--- config.mk ---
export PLATFORM = sky130hd
export DESIGN_NAME = serial_addsub
export DESIGN_NICKNAME = d
export VERILOG_FILES = /design/src/rtl/arith_pkg.sv /design/src/rtl/serial_addsub_full_adder.sv /design/src/rtl/serial_addsub.sv
export SDC_FILE = /design/constraint.sdc
export NUM_CORES = 1
export LEC_CHECK = 0
export ABC_AREA = 1
export BUFFER_PORTS_ARGS = -buffer_cell sky130_fd_sc_hd__buf_2
export CAP_MARGIN = 0
export CORE_ASPECT_RATIO = 0.9
export CORE_UTILIZATION = 40
export DETAILED_ROUTE_END_ITERATION = 10
export GPL_ROUTABILITY_DRIVEN = 0
export PLACE_DENSITY = 0.55
export SETUP_SLACK_MARGIN = 0.02
export SYNTH_ARGS = -nofsm -noshare
export SYNTH_HDL_FRONTEND = slang
export SYNTH_SLANG_ARGS = --single-unit
--- constraint.sdc ---
create_clock -name clk_in -period 1.7 [get_ports clk_in]
set_clock_uncertainty 0.15 [all_clocks]
set_input_delay 0.17 -clock clk_in [delete_from_list [all_inputs] [get_ports clk_in]]
set_output_delay 0.17 -clock clk_in [all_outputs]
set_load 0.01 [all_outputs]
--- src/rtl/arith_pkg.sv ---
`default_nettype none
// ============================================================================
//  Module      : arith_pkg
//  Description : Shared types, opcodes and helpers for the arithmetic library.
//                Provides the sequencer state enum, the add/subtract opcode
//                constants and a constant-evaluable ceil(log2) helper.
//  Revision    : 1.0  initial release
// ============================================================================
package arith_pkg;

    // Sequencer states shared by the multi-cycle arithmetic units.
    typedef enum logic [1:0] {
        IDLE = 2'd0,
        RUN  = 2'd1,
        DONE = 2'd2
    } state_t;

    // control_in encodings.
    localparam logic OP_ADD = 1'b0;
    localparam logic OP_SUB = 1'b1;

    // Ceiling log2, usable in constant expressions.
    // Returns at least 1 so a counter for value=1 still has one bit.
    function automatic int clog2(input int value);
        int r;
        r = 1;
        for (int i = 1; i < 32; i++) begin
            if ((1 << i) < value) begin
                r = i + 1;
            end
        end
        return r;
    endfunction

endpackage
`default_nettype wire

--- src/rtl/serial_addsub_full_adder.sv ---
`default_nettype none
// ============================================================================
//  Module      : full_adder
//  Description : Single-bit full-adder cell (pure combinational).
//  Ports       : a_in, b_in, c_in     - addend bits and carry in
//                sum_out, carry_out   - sum bit and carry out
//  Revision    : 1.0  initial release
// ============================================================================
module full_adder (
    input  logic a_in,
    input  logic b_in,
    input  logic c_in,
    output logic sum_out,
    output logic carry_out
);

    assign sum_out   = a_in ^ b_in ^ c_in;
    assign carry_out = (a_in & b_in) | (c_in & (a_in ^ b_in));

endmodule
`default_nettype wire

--- src/rtl/serial_addsub.sv ---
`default_nettype none
// ============================================================================
//  Module      : serial_addsub
//  Description : Bit-serial WIDTH-bit two's-complement adder/subtractor.
//                One bit per clock, LSB first, through one full-adder cell
//                with a registered carry. start/busy/done handshake.
//  Ports       : clk_in        - clock, rising edge
//                rst_n_in      - synchronous active-low reset
//                start_in      - request, accepted in IDLE or DONE
//                a_in, b_in    - operands, sampled on the accepting edge
//                control_in    - 0 add, 1 subtract
//                busy_out      - high while bits are being processed
//                done_out      - one-cycle completion pulse
//                result_out    - A +/- B mod 2^WIDTH, held until next done
//                carry_out     - MSB carry out (subtract: 1 = no borrow)
//                overflow_out  - signed overflow
//  Revision    : 1.0  initial release
// ============================================================================
module serial_addsub
    import arith_pkg::*;
#(
    parameter int WIDTH = 8
) (
    input  logic             clk_in,
    input  logic             rst_n_in,
    input  logic             start_in,
    input  logic [WIDTH-1:0] a_in,
    input  logic [WIDTH-1:0] b_in,
    input  logic             control_in,
    output logic             busy_out,
    output logic             done_out,
    output logic [WIDTH-1:0] result_out,
    output logic             carry_out,
    output logic             overflow_out
);

    localparam int                c_cnt_w    = clog2(WIDTH);
    localparam logic [c_cnt_w-1:0] c_cnt_last = c_cnt_w'(WIDTH - 1);
    // Carry out of bit WIDTH-2 is the carry into the MSB.
    localparam logic [c_cnt_w-1:0] c_cnt_pre  = c_cnt_w'(WIDTH - 2);

    state_t             r_state_q,    r_state_d;
    logic [c_cnt_w-1:0] r_cnt_q,      r_cnt_d;
    logic               r_carry_q,    r_carry_d;
    logic               r_c_msb_q,    r_c_msb_d;
    logic [WIDTH-1:0]   r_opa_q,      r_opa_d;
    logic [WIDTH-1:0]   r_opb_q,      r_opb_d;
    logic [WIDTH-1:0]   r_acc_q,      r_acc_d;
    logic               r_busy_q,     r_busy_d;
    logic               r_done_q,     r_done_d;
    logic [WIDTH-1:0]   r_result_q,   r_result_d;
    logic               r_cout_q,     r_cout_d;
    logic               r_ovf_q,      r_ovf_d;

    logic w_sum;
    logic w_cout;

    full_adder u_full_adder (
        .a_in      (r_opa_q[0]),
        .b_in      (r_opb_q[0]),
        .c_in      (r_carry_q),
        .sum_out   (w_sum),
        .carry_out (w_cout)
    );

    always_comb begin
        r_state_d  = r_state_q;
        r_cnt_d    = r_cnt_q;
        r_carry_d  = r_carry_q;
        r_c_msb_d  = r_c_msb_q;
        r_opa_d    = r_opa_q;
        r_opb_d    = r_opb_q;
        r_acc_d    = r_acc_q;
        r_busy_d   = 1'b0;
        r_done_d   = 1'b0;
        r_result_d = r_result_q;
        r_cout_d   = r_cout_q;
        r_ovf_d    = r_ovf_q;

        case (r_state_q)
            IDLE, DONE: begin
                if (start_in) begin
                    // Subtract as A + ~B + 1: invert B here, +1 via carry.
                    r_opa_d   = a_in;
                    r_opb_d   = b_in ^ {WIDTH{control_in}};
                    r_carry_d = control_in;
                    r_cnt_d   = '0;
                    r_busy_d  = 1'b1;
                    r_state_d = RUN;
                end else begin
                    r_state_d = IDLE;
                end
            end
            RUN: begin
                r_opa_d   = {1'b0, r_opa_q[WIDTH-1:1]};
                r_opb_d   = {1'b0, r_opb_q[WIDTH-1:1]};
                r_acc_d   = {w_sum, r_acc_q[WIDTH-1:1]};
                r_carry_d = w_cout;
                r_cnt_d   = r_cnt_q + c_cnt_w'(1);
                if (r_cnt_q == c_cnt_pre) begin
                    r_c_msb_d = w_cout;
                end
                if (r_cnt_q == c_cnt_last) begin
                    r_state_d  = DONE;
                    r_done_d   = 1'b1;
                    r_result_d = {w_sum, r_acc_q[WIDTH-1:1]};
                    r_cout_d   = w_cout;
                    r_ovf_d    = r_c_msb_q ^ w_cout;
                end else begin
                    r_busy_d   = 1'b1;
                end
            end
            default: begin
                r_state_d = IDLE;
            end
        endcase
    end

    always_ff @(posedge clk_in) begin
        if (!rst_n_in) begin
            r_state_q  <= IDLE;
            r_cnt_q    <= '0;
            r_carry_q  <= 1'b0;
            r_c_msb_q  <= 1'b0;
            r_opa_q    <= '0;
            r_opb_q    <= '0;
            r_acc_q    <= '0;
            r_busy_q   <= 1'b0;
            r_done_q   <= 1'b0;
            r_result_q <= '0;
            r_cout_q   <= 1'b0;
            r_ovf_q    <= 1'b0;
        end else begin
            r_state_q  <= r_state_d;
            r_cnt_q    <= r_cnt_d;
            r_carry_q  <= r_carry_d;
            r_c_msb_q  <= r_c_msb_d;
            r_opa_q    <= r_opa_d;
            r_opb_q    <= r_opb_d;
            r_acc_q    <= r_acc_d;
            r_busy_q   <= r_busy_d;
            r_done_q   <= r_done_d;
            r_result_q <= r_result_d;
            r_cout_q   <= r_cout_d;
            r_ovf_q    <= r_ovf_d;
        end
    end

    assign busy_out     = r_busy_q;
    assign done_out     = r_done_q;
    assign result_out   = r_result_q;
    assign carry_out    = r_cout_q;
    assign overflow_out = r_ovf_q;

endmodule
`default_nettype wire

* After elaboration in Yosys (flattened, before gate mapping)
Index checks and enable logic that the tools add are counted.
Operators by class: add/sub/neg operators 1, equal/unequal tests 6, muxes and demuxes 15, bitwise logic cells 7, reductions and logical operators 7
Operator list (count):
- == test 32 x 3 -> 1 bit (second input constant) | 2
- case mux 32 bit (2 select lines) | 1
- adder 32 x 1 -> 32 bit (second input constant) | 1
- two-way mux 32 bit | 1
- case mux 8 bit (2 select lines) | 2
- two-way mux 8 bit | 2
- AND reduction 2 bit | 4
- XOR 8 bit | 1
- two-way mux 1 bit | 5
- != test 2 bit (second input constant) | 2
- case mux 1 bit (2 select lines) | 2
- case mux 2 bit (2 select lines) | 1
- XOR 1 bit | 3
- AND 1 bit | 2
- == test 2 x 1 -> 1 bit (second input constant) | 1
- == test 2 bit (second input constant) | 1
- zero test 2 bit | 1
- two-way mux 2 bit | 1
- nonzero test 2 bit | 1
- OR reduction 2 bit | 1
- bitwise OR 1 bit | 1
Storage, ports and cells: register bits 72, input bits 20, output and inout port bits 12, logic and storage cells 48

* Logic depth before layout (Yosys ltp)
Gate-level depths: netlist of run 1.
depth in word-level cells 4, gate-level depth with buffers 9, depth with buffers taken out 9

* Modules after synthesis
A second synthesis of run 1 with hierarchy kept.
Second synthesis, totals: cells, all modules 533, area, all modules 3674.8 µm²
Modules (own cells, without submodules):
- serial_addsub | times used 1, cells an instance 532, area an instance 3654.8 µm², sequential area each 1421.4 µm²
- full_adder | times used 1, cells an instance 1, area an instance 20.0 µm², sequential area each 0.0 µm²

* Worst setup path before layout of run 1
Ideal clock, no wire load.
kind register to register, start point register r_cnt_q[1], end point register r_cnt_q[22], setup time 0.116 ns, arrival time 1.297 ns, data required time 1.434 ns, setup slack 0.138 ns, stages on the path, launching flop included 9, path through dfxtp_1 > ha_1 > nand2_2 > nor2_2 > nand3_1 > nor2_2 > nand3b_1 > o21ai_0 > nor2_1
Between the ends: cells in the longest elaborated chain, start to end 2
RTL lines:
- start, declared | RTL line serial_addsub.sv:43 | logic [c_cnt_w-1:0] r_cnt_q, r_cnt_d;
- start signal, assigned | RTL line serial_addsub.sv:135 | r_cnt_q <= r_cnt_d;
- adder 32 x 1 -> 32 bit | RTL line serial_addsub.sv:99 | r_cnt_d = r_cnt_q + c_cnt_w'(1);
- case mux 32 bit (2 select lines) | RTL line serial_addsub.sv:80 | case (r_state_q)
No other way between the ends. A chain may end at the register's enable or synchronous reset.

* Final worst setup path of run 1
start point register r_cnt_q[26], end point register r_done_q (netlist: done_out)
Between the ends: cells in the longest elaborated chain, start to end 2
RTL lines:
- == test 32 x 3 -> 1 bit | RTL line serial_addsub.sv:103 | if (r_cnt_q == c_cnt_last) begin
- two-way mux 1 bit | RTL line serial_addsub.sv:103
- end signal, assigned | RTL line serial_addsub.sv:142 | r_done_q <= r_done_d;
- end, declared | RTL line serial_addsub.sv:50 | logic r_done_q, r_done_d;
No other way between the ends.

==> results by group, run 1 <==
Yosys
  – Post-Syn Area per Cell: 6.64 µm²
  – Cells after Synth: 538
  – Number of distinct library cells after synthesis: 33
  – Most frequent cell after synthesis: nand2_1
  – Post-synth top area share: 39.8%
  – Synth area leader: dfxtp_1
  – Post-synth top cells: 146 x nand2_1, 82 x nor2_1, 71 x dfxtp_1
  – Post-synth EDFFs: 0
  – Synthesized Nets: 561
  – Sequential-to-total area share from yosys stat: 39.8%
  – Asr flop ratio synth: 0%
  – Yosys Warn Count: 0
  – Top cells by area, synth: dfxtp_1 40%, nand2_1 15%, nor2_1 8.6%
  – Syn Std Cell Area: 3570 µm²
  – Post-synth top flop: dfxtp_1
  – Yosys reg bits: 71

Finish
  – Ratio of cells with drive above 1 in the final layout: 22.2%
  – Ant. Diodes: 0
  – FILL cells: 888
  – Core Util, Final: 52.2%
  – Area Growth Syn to Fin: 25.9%
  – Design area: 4500 µm²
  – Nets: 622

Critical path
  – FF-to-FF setup slack: 0.1 ns
  – CP delay by family, top: simple AND/OR/NAND/NOR gates
  – Reg2reg end: done_out
  – CP Max Fanout: 5
  – CP Class: reg -> reg
  – Required @ worst endpoint: 1.84 ns
  – Crit-path cells: nor2_1 > nand3_1 > nor2_4 > nand3_1 > nor3_1 > buf_4 > nand2_1 > nor2_1
  – FF-to-FF Start: r_cnt_q[26]
  – Crit start category: flop
  – CP Launch Point: r_cnt_q[26]
  – Reg2Reg Depth: 8
  – Max stage delay on crit path: 0.36 ns
  – Crit. End Element: flop
  – CP max-delay cell: dfxtp_2
  – Crit path DAT: 1.74 ns
  – Worst Path Buf+Inv: 1

Detailed routing
  – Antenna viol nets, final: 0
  – Routed wire length: 9470 µm
  – Via-per-instance ratio: 4.93
  – First-pass DRT Iterations: 4
  – Top Metal Used: met4
  – First DRT Iteration DRCs: 217
  – WL met1: 4840 µm
  – WL/cell: 13.1 µm
  – Total number of vias: 3562
  – DRC viols: 0
  – Wire length on met2: 4050 µm
  – WL met3: 504 µm

Timing
  – Worst rel slew slack: 70.4%
  – RSZ-0062 raised after global routing: yes
  – Fin crit share: 94.2%
  – Final setup TNS: 0 ns
  – FMAX: 624 MHz
  – Final hold violations: 0
  – Slew @ Worst Pin: 0.444 ns
  – Endpoints failing setup: 0
  – Fin crit period: 1.60 ns
  – Max-slew violations: 0
  – WHS: 0.0227 ns

Power and ir drop
  – Total power: 3.61 mW
  – PwrDens: 804 nW/µm²
  – Leakage: 1.74 nW
  – Maximum VDD drop: 0.484 mV

Min path
  – Hold path cells: 4
  – Tightest Hold Check Type: in -> reg
  – Worst Hold End: r_opb_q[3]
  – Hold_sp: b_in[3]

Global route
  – Largest net degree at the start of global routing: 42
  – First-pass GRT wire length: 16000 µm
  – GR Overflow Total: 0
  – Vias in the first global route: 3277
  – GRT Total Usage: 22.1%
  – Initial antenna violation count: 0

Floorplan
  – Core Area: 8610 µm²
  – I/O pin cnt: 32
  – Die Height: 91.6 µm
  – Initial Util: 41.5%
  – Die width: 102 µm
  – Rows: 32
  – DIE AREA: 9310 µm²

Clocking
  – CTS Sinks: 71
  – H-tree depth: 3
  – Worst-path clk slew: 0.08 ns
  – Root Buffer: clkbuf_8
  – Cts bufs inserted: 9
  – Clock latency at the later pin of the worst-skew pair: 0.35 ns
  – CTS Buffer Depth: 2
  – CTS tree: yes

Run
  – Max cap viols: 0

Placement
  – DP HPWL: 6660 µm
  – PortBufs: 31
  – Post-DP Area: 3990 µm²

Outcome
  – Outcome: complete, no violations
[metrics by stage]
step / setup WS (ns) / instances
after global routing: -0.0216 / 723
after global placement: 0.0559 / 694
after CTS: 0.0230 / 719
after detailed placement: 0.0206 / 694
after floorplan: 0.138 / 538
final: 0.0979 / 723
[sequential cells by signal, summed over array words and instances (netlist names)]
name and count:
busy_out 1, carry_out 1, done_out 1, overflow_out 1
r_acc_q 7, r_c_msb_q 1, r_carry_q 1, r_cnt_q 32
r_opa_q 8, r_opb_q 8, r_state_q 2, result_out 8
[cell type report]
| class | instances | area, µm² | area share [%] |
|---|---|---|---|
| Inverter | 49 | 188 | 4.17 |
| Multi-Input combinational cell | 397 | 2000 | 44.4 |
| Tap cell | 119 | 149 | 3.31 |
| Clock inverter | 6 | 91.3 | 2.03 |
| Timing Repair Buffer | 71 | 502 | 11.2 |
| Sequential cell | 71 | 1440 | 32.1 |
| Clock buffer | 10 | 128 | 2.84 |
[cell usage in the layout, fill, tap and decap left out, drive strengths merged, types with 4 or more instances in the layout]
cell and count:
nand2 149, nor2 93, dfxtp 71, buf 62, inv 50, nand3 38, a21oi 33, o21ai 33
a31oi 10, clkbuf 10, dlygate4sd3 9, nand4 7, nor3 6, xnor2 4, o221ai 4, a211oi 4
nand3b 4
[worst min-delay path, delay by kind of cell]
| family | cells | cell delay (ns) |
|---|---|---|
| buffers and inverters | 2 | 0.12 |
| AOI/OAI and AO/OA | 2 | 0.18 |
[kinds of logic after synthesis]
group | Yosys count | synth area share (%)
xor gates and xnor gates | 5 | 1.23
and+or+nand+nor | 299 | 35.6
buffers and inverters | 70 | 8.06
adders and majority gates | 3 | 1.26
AOI/OAI and AO/OA | 90 | 14.1
DFF | 71 | 39.8
[worst max-delay path by stage]
stage	endpoint	slack, ns	depth (start not counted)
floorplan	r_cnt_q[22]	0.14	8
global placement	result_out[6]	0.06	8
detailed placement	r_cnt_q[24]	0.02	7
CTS	r_cnt_q[24]	0.02	7
global route	r_cnt_q[21]	-0.02	9
finish	done_out	0.1	8
[what timing repair did]
item / CTS / global route
pin swaps: 0 / 7
hold buffers: 9 / 0
endpoints found under the setup margin: 5 / 47
buffers inserted: 0 / 4
hold endpoints to repair: 9 / 0
gates resized for setup: 3 / 56
[routing by layer]
layer	global-route usage, %	vias to the layer above
met5	0	-
met4	5.07	0
met3	4.80	8
met2	32.2	70
met1	32.9	1620
li1	-	1864
[power by group]
| part | total, mW | internal (mW) | leakage (nW) | switching, mW |
|---|---|---|---|---|
| clock network | 1.52 | 0.838 | 0.111 | 0.683 |
| registers | 1.74 | 1.71 | 0.584 | 0.0270 |
| logic | 0.353 | 0.140 | 1.04 | 0.212 |
| total | 3.61 | 2.69 | 1.74 | 0.922 |
Power figures use the tool's default switching activity.
==> run 2, diff against run 1 <==
--- a/config.mk
+++ b/config.mk
@@ -9,10 +9,10 @@
 export BUFFER_PORTS_ARGS = -buffer_cell sky130_fd_sc_hd__buf_2
 export CAP_MARGIN = 0
 export CORE_ASPECT_RATIO = 0.9
-export CORE_UTILIZATION = 40
+export CORE_UTILIZATION = 35
 export DETAILED_ROUTE_END_ITERATION = 10
 export GPL_ROUTABILITY_DRIVEN = 0
-export PLACE_DENSITY = 0.55
+export PLACE_DENSITY = 0.5
 export SETUP_SLACK_MARGIN = 0.02
 export SYNTH_ARGS = -nofsm -noshare
 export SYNTH_HDL_FRONTEND = slang
==> run 2 against run 1 <==
Critical path depth increased by 2. Combinational power hardly changed. Cell area is 6.2% higher. Core utilization down 3.4 points. Non-clock buffer count rose by 12. Critical path type unchanged. Largest power group is now clock. Highest routed layer unchanged.
==> results by group, run 2 (synthesized netlist as in run 1, its figures left out) <==
Floorplan
  – Core Area: 9780 µm²
  – I/O pin cnt: 32
  – Rows: 34
  – DIE AREA: 10600 µm²
  – Die Height: 97.8 µm
  – Die width: 108 µm
  – Initial Util: 36.5%

Finish
  – Nets: 636
  – Ratio of cells with drive above 1 in the final layout: 25.9%
  – Seq. cell area: 1430 µm²
  – Most frequent cells in the layout: 139 x nand2_1, 68 x nor2_1, 62 x dfxtp_1
  – Biggest register: r_cnt_q
  – Area Growth Syn to Fin: 33.7%
  – Layout Cells excl Fill: 744
  – FILL cells: 1010
  – Number of flip-flops in the largest register: 32
  – Ant. Diodes: 0
  – Design area: 4780 µm²
  – Core Util, Final: 48.8%
  – Multi-input gate area: 2070 µm²
  – Most common cell after layout, fill and taps aside: nand2_1

Detailed routing
  – DRC viols: 0
  – WL/cell: 13.5 µm
  – Routed wire length: 10100 µm
  – Total number of vias: 3642
  – First-pass DRT Iterations: 5
  – Antenna viol nets, final: 0
  – Via-per-instance ratio: 4.90
  – First DRT Iteration DRCs: 171

Timing
  – Final hold violations: 0
  – Fin crit share: 98.0%
  – Final setup TNS: 0 ns
  – FMAX: 600 MHz
  – RSZ-0062 raised after global routing: yes
  – Fin crit period: 1.67 ns
  – WHS: 0.0449 ns
  – Setup WS post-layout: 0.0337 ns
  – Endpoints failing setup: 0
  – Max-slew violations: 0
  – Slew @ Worst Pin: 0.368 ns
  – Worst rel slew slack: 75.4%

Min path
  – Hold_sp: b_in[3]
  – Tightest Hold Check Type: in -> reg

Global route
  – Initial antenna violation count: 0
  – GR Overflow Total: 0
  – GRT Total Usage: 19.8%
  – Vias in the first global route: 3311
  – Largest net degree at the start of global routing: 42
  – First-pass GRT wire length: 16300 µm

Critical path
  – CP Launch Point: r_cnt_q[1]
  – Required @ worst endpoint: 1.76 ns
  – Reg2reg end: result_out[1]
  – CP Max Fanout: 5
  – CP delay by family, top: simple AND/OR/NAND/NOR gates
  – CP max-delay cell: dfxtp_2
  – FF-to-FF setup slack: 0.03 ns
  – Crit-path cells: ha_4 > buf_6 > nand3_4 > nor2_4 > nand2_2 > nor2_4 > buf_6 > nand2_8 > nand2_1 > a21oi_1
  – Critical path destination: result_out[1]
  – Crit start category: flop
  – CP Class: reg -> reg
  – Crit. End Element: flop
  – Worst Path Buf+Inv: 2
  – Crit path DAT: 1.73 ns
  – FF-to-FF Start: r_cnt_q[1]
  – Reg2Reg Depth: 10
  – Max stage delay on crit path: 0.35 ns
  – Worst path depth: 10

Clocking
  – H-tree depth: 3
  – Cts bufs inserted: 9
  – Clock latency at the later pin of the worst-skew pair: 0.33 ns
  – CTS tree: yes
  – Worst-path clk slew: 0.06 ns
  – CTS Buffer Depth: 2
  – CTS Sinks: 71
  – Root Buffer: clkbuf_16

Power and ir drop
  – Sw power: 0.958 mW
  – PwrDens: 874 nW/µm²
  – Register share of total power: 41.8%
  – Clock power frac: 49.7%
  – Switch share: 22.9%
  – Maximum VDD drop: 0.500 mV
  – Logic gate share of total power: 8.5%
  – Leakage: 1.84 nW
  – Pint: 3.22 mW
  – Total power: 4.17 mW

Placement
  – Post-DP Area: 4080 µm²
  – DP HPWL: 6850 µm
  – Post-Place Cells: 712
  – Pre-CTS setup slack: -0.00925 ns
  – PortBufs: 31

Run
  – Max cap viols: 0

Outcome
  – Outcome: complete, no violations
run 2: cell count changes in the layout (fill, tap and decap cells not counted), moves of 7 or more:
cell,change
buf_4,+11
nand3_2,+7
nand3_1,-7
clkbuf_16,+9
clkbuf_8,-7
run 2: worst min path at each step:
stage | endpoint | slack [ns] | cells past startpoint
finish | r_opb_q[3] | 0.04 | 4
global route | r_opb_q[3] | 0.08 | 4
CTS | r_opb_q[3] | 0.04 | 4
detailed placement | r_opa_q[7] | 0.28 | 3
global placement | r_opa_q[7] | 0.28 | 3
floorplan | r_cnt_q[0] | 0.16 | 2
run 2: per-layer routing:
layer	track usage, %	part of all wire (%)	up-vias	wire [µm]
li1	-	-	1901	-
met1	27.5	50	1650	5050
met2	29.6	44	82	4460
met3	4.81	4.3	9	429
met4	7.28	1.3	0	127
met5	0	0	-	0
run 2: power groups by stage:
stage,Combinational (mW),Clock [mW],Sequential [mW]
floorplan,0.198,0,1.78
global placement,0.318,0,1.78
detailed placement,0.319,0,1.78
CTS,0.337,2.11,1.74
global route,0.398,2.18,1.75
finish,0.354,2.07,1.75
run 2: final cells by class:
| cell class | count | area share (%) |
|---|---|---|
| Clock buffer | 13 | 5.45 |
| Clock inverter | 3 | 1.36 |
| Inverter | 49 | 3.93 |
| Multi-Input combinational cell | 398 | 43.4 |
| Sequential cell | 71 | 30.0 |
| Tap cell | 126 | 3.30 |
| Timing Repair Buffer | 83 | 12.5 |
| Timing Repair inverter | 1 | 0.105 |
run 2: timing repair:
action / in CTS / in global routing
pin swaps: 2 / 16
setup endpoints to repair: 11 / 41
hold endpoints to repair: 9 / 0
cloned: 0 / 2
buffers inserted: 0 / 5
gates resized for setup: 6 / 64
hold buffers: 9 / 0
run 2: worst min-delay path: stages:
cell	delay [ns]
buf_2	0.08
a21oi_1	0.06
o21ai_0	0.13
inv_1	0.04
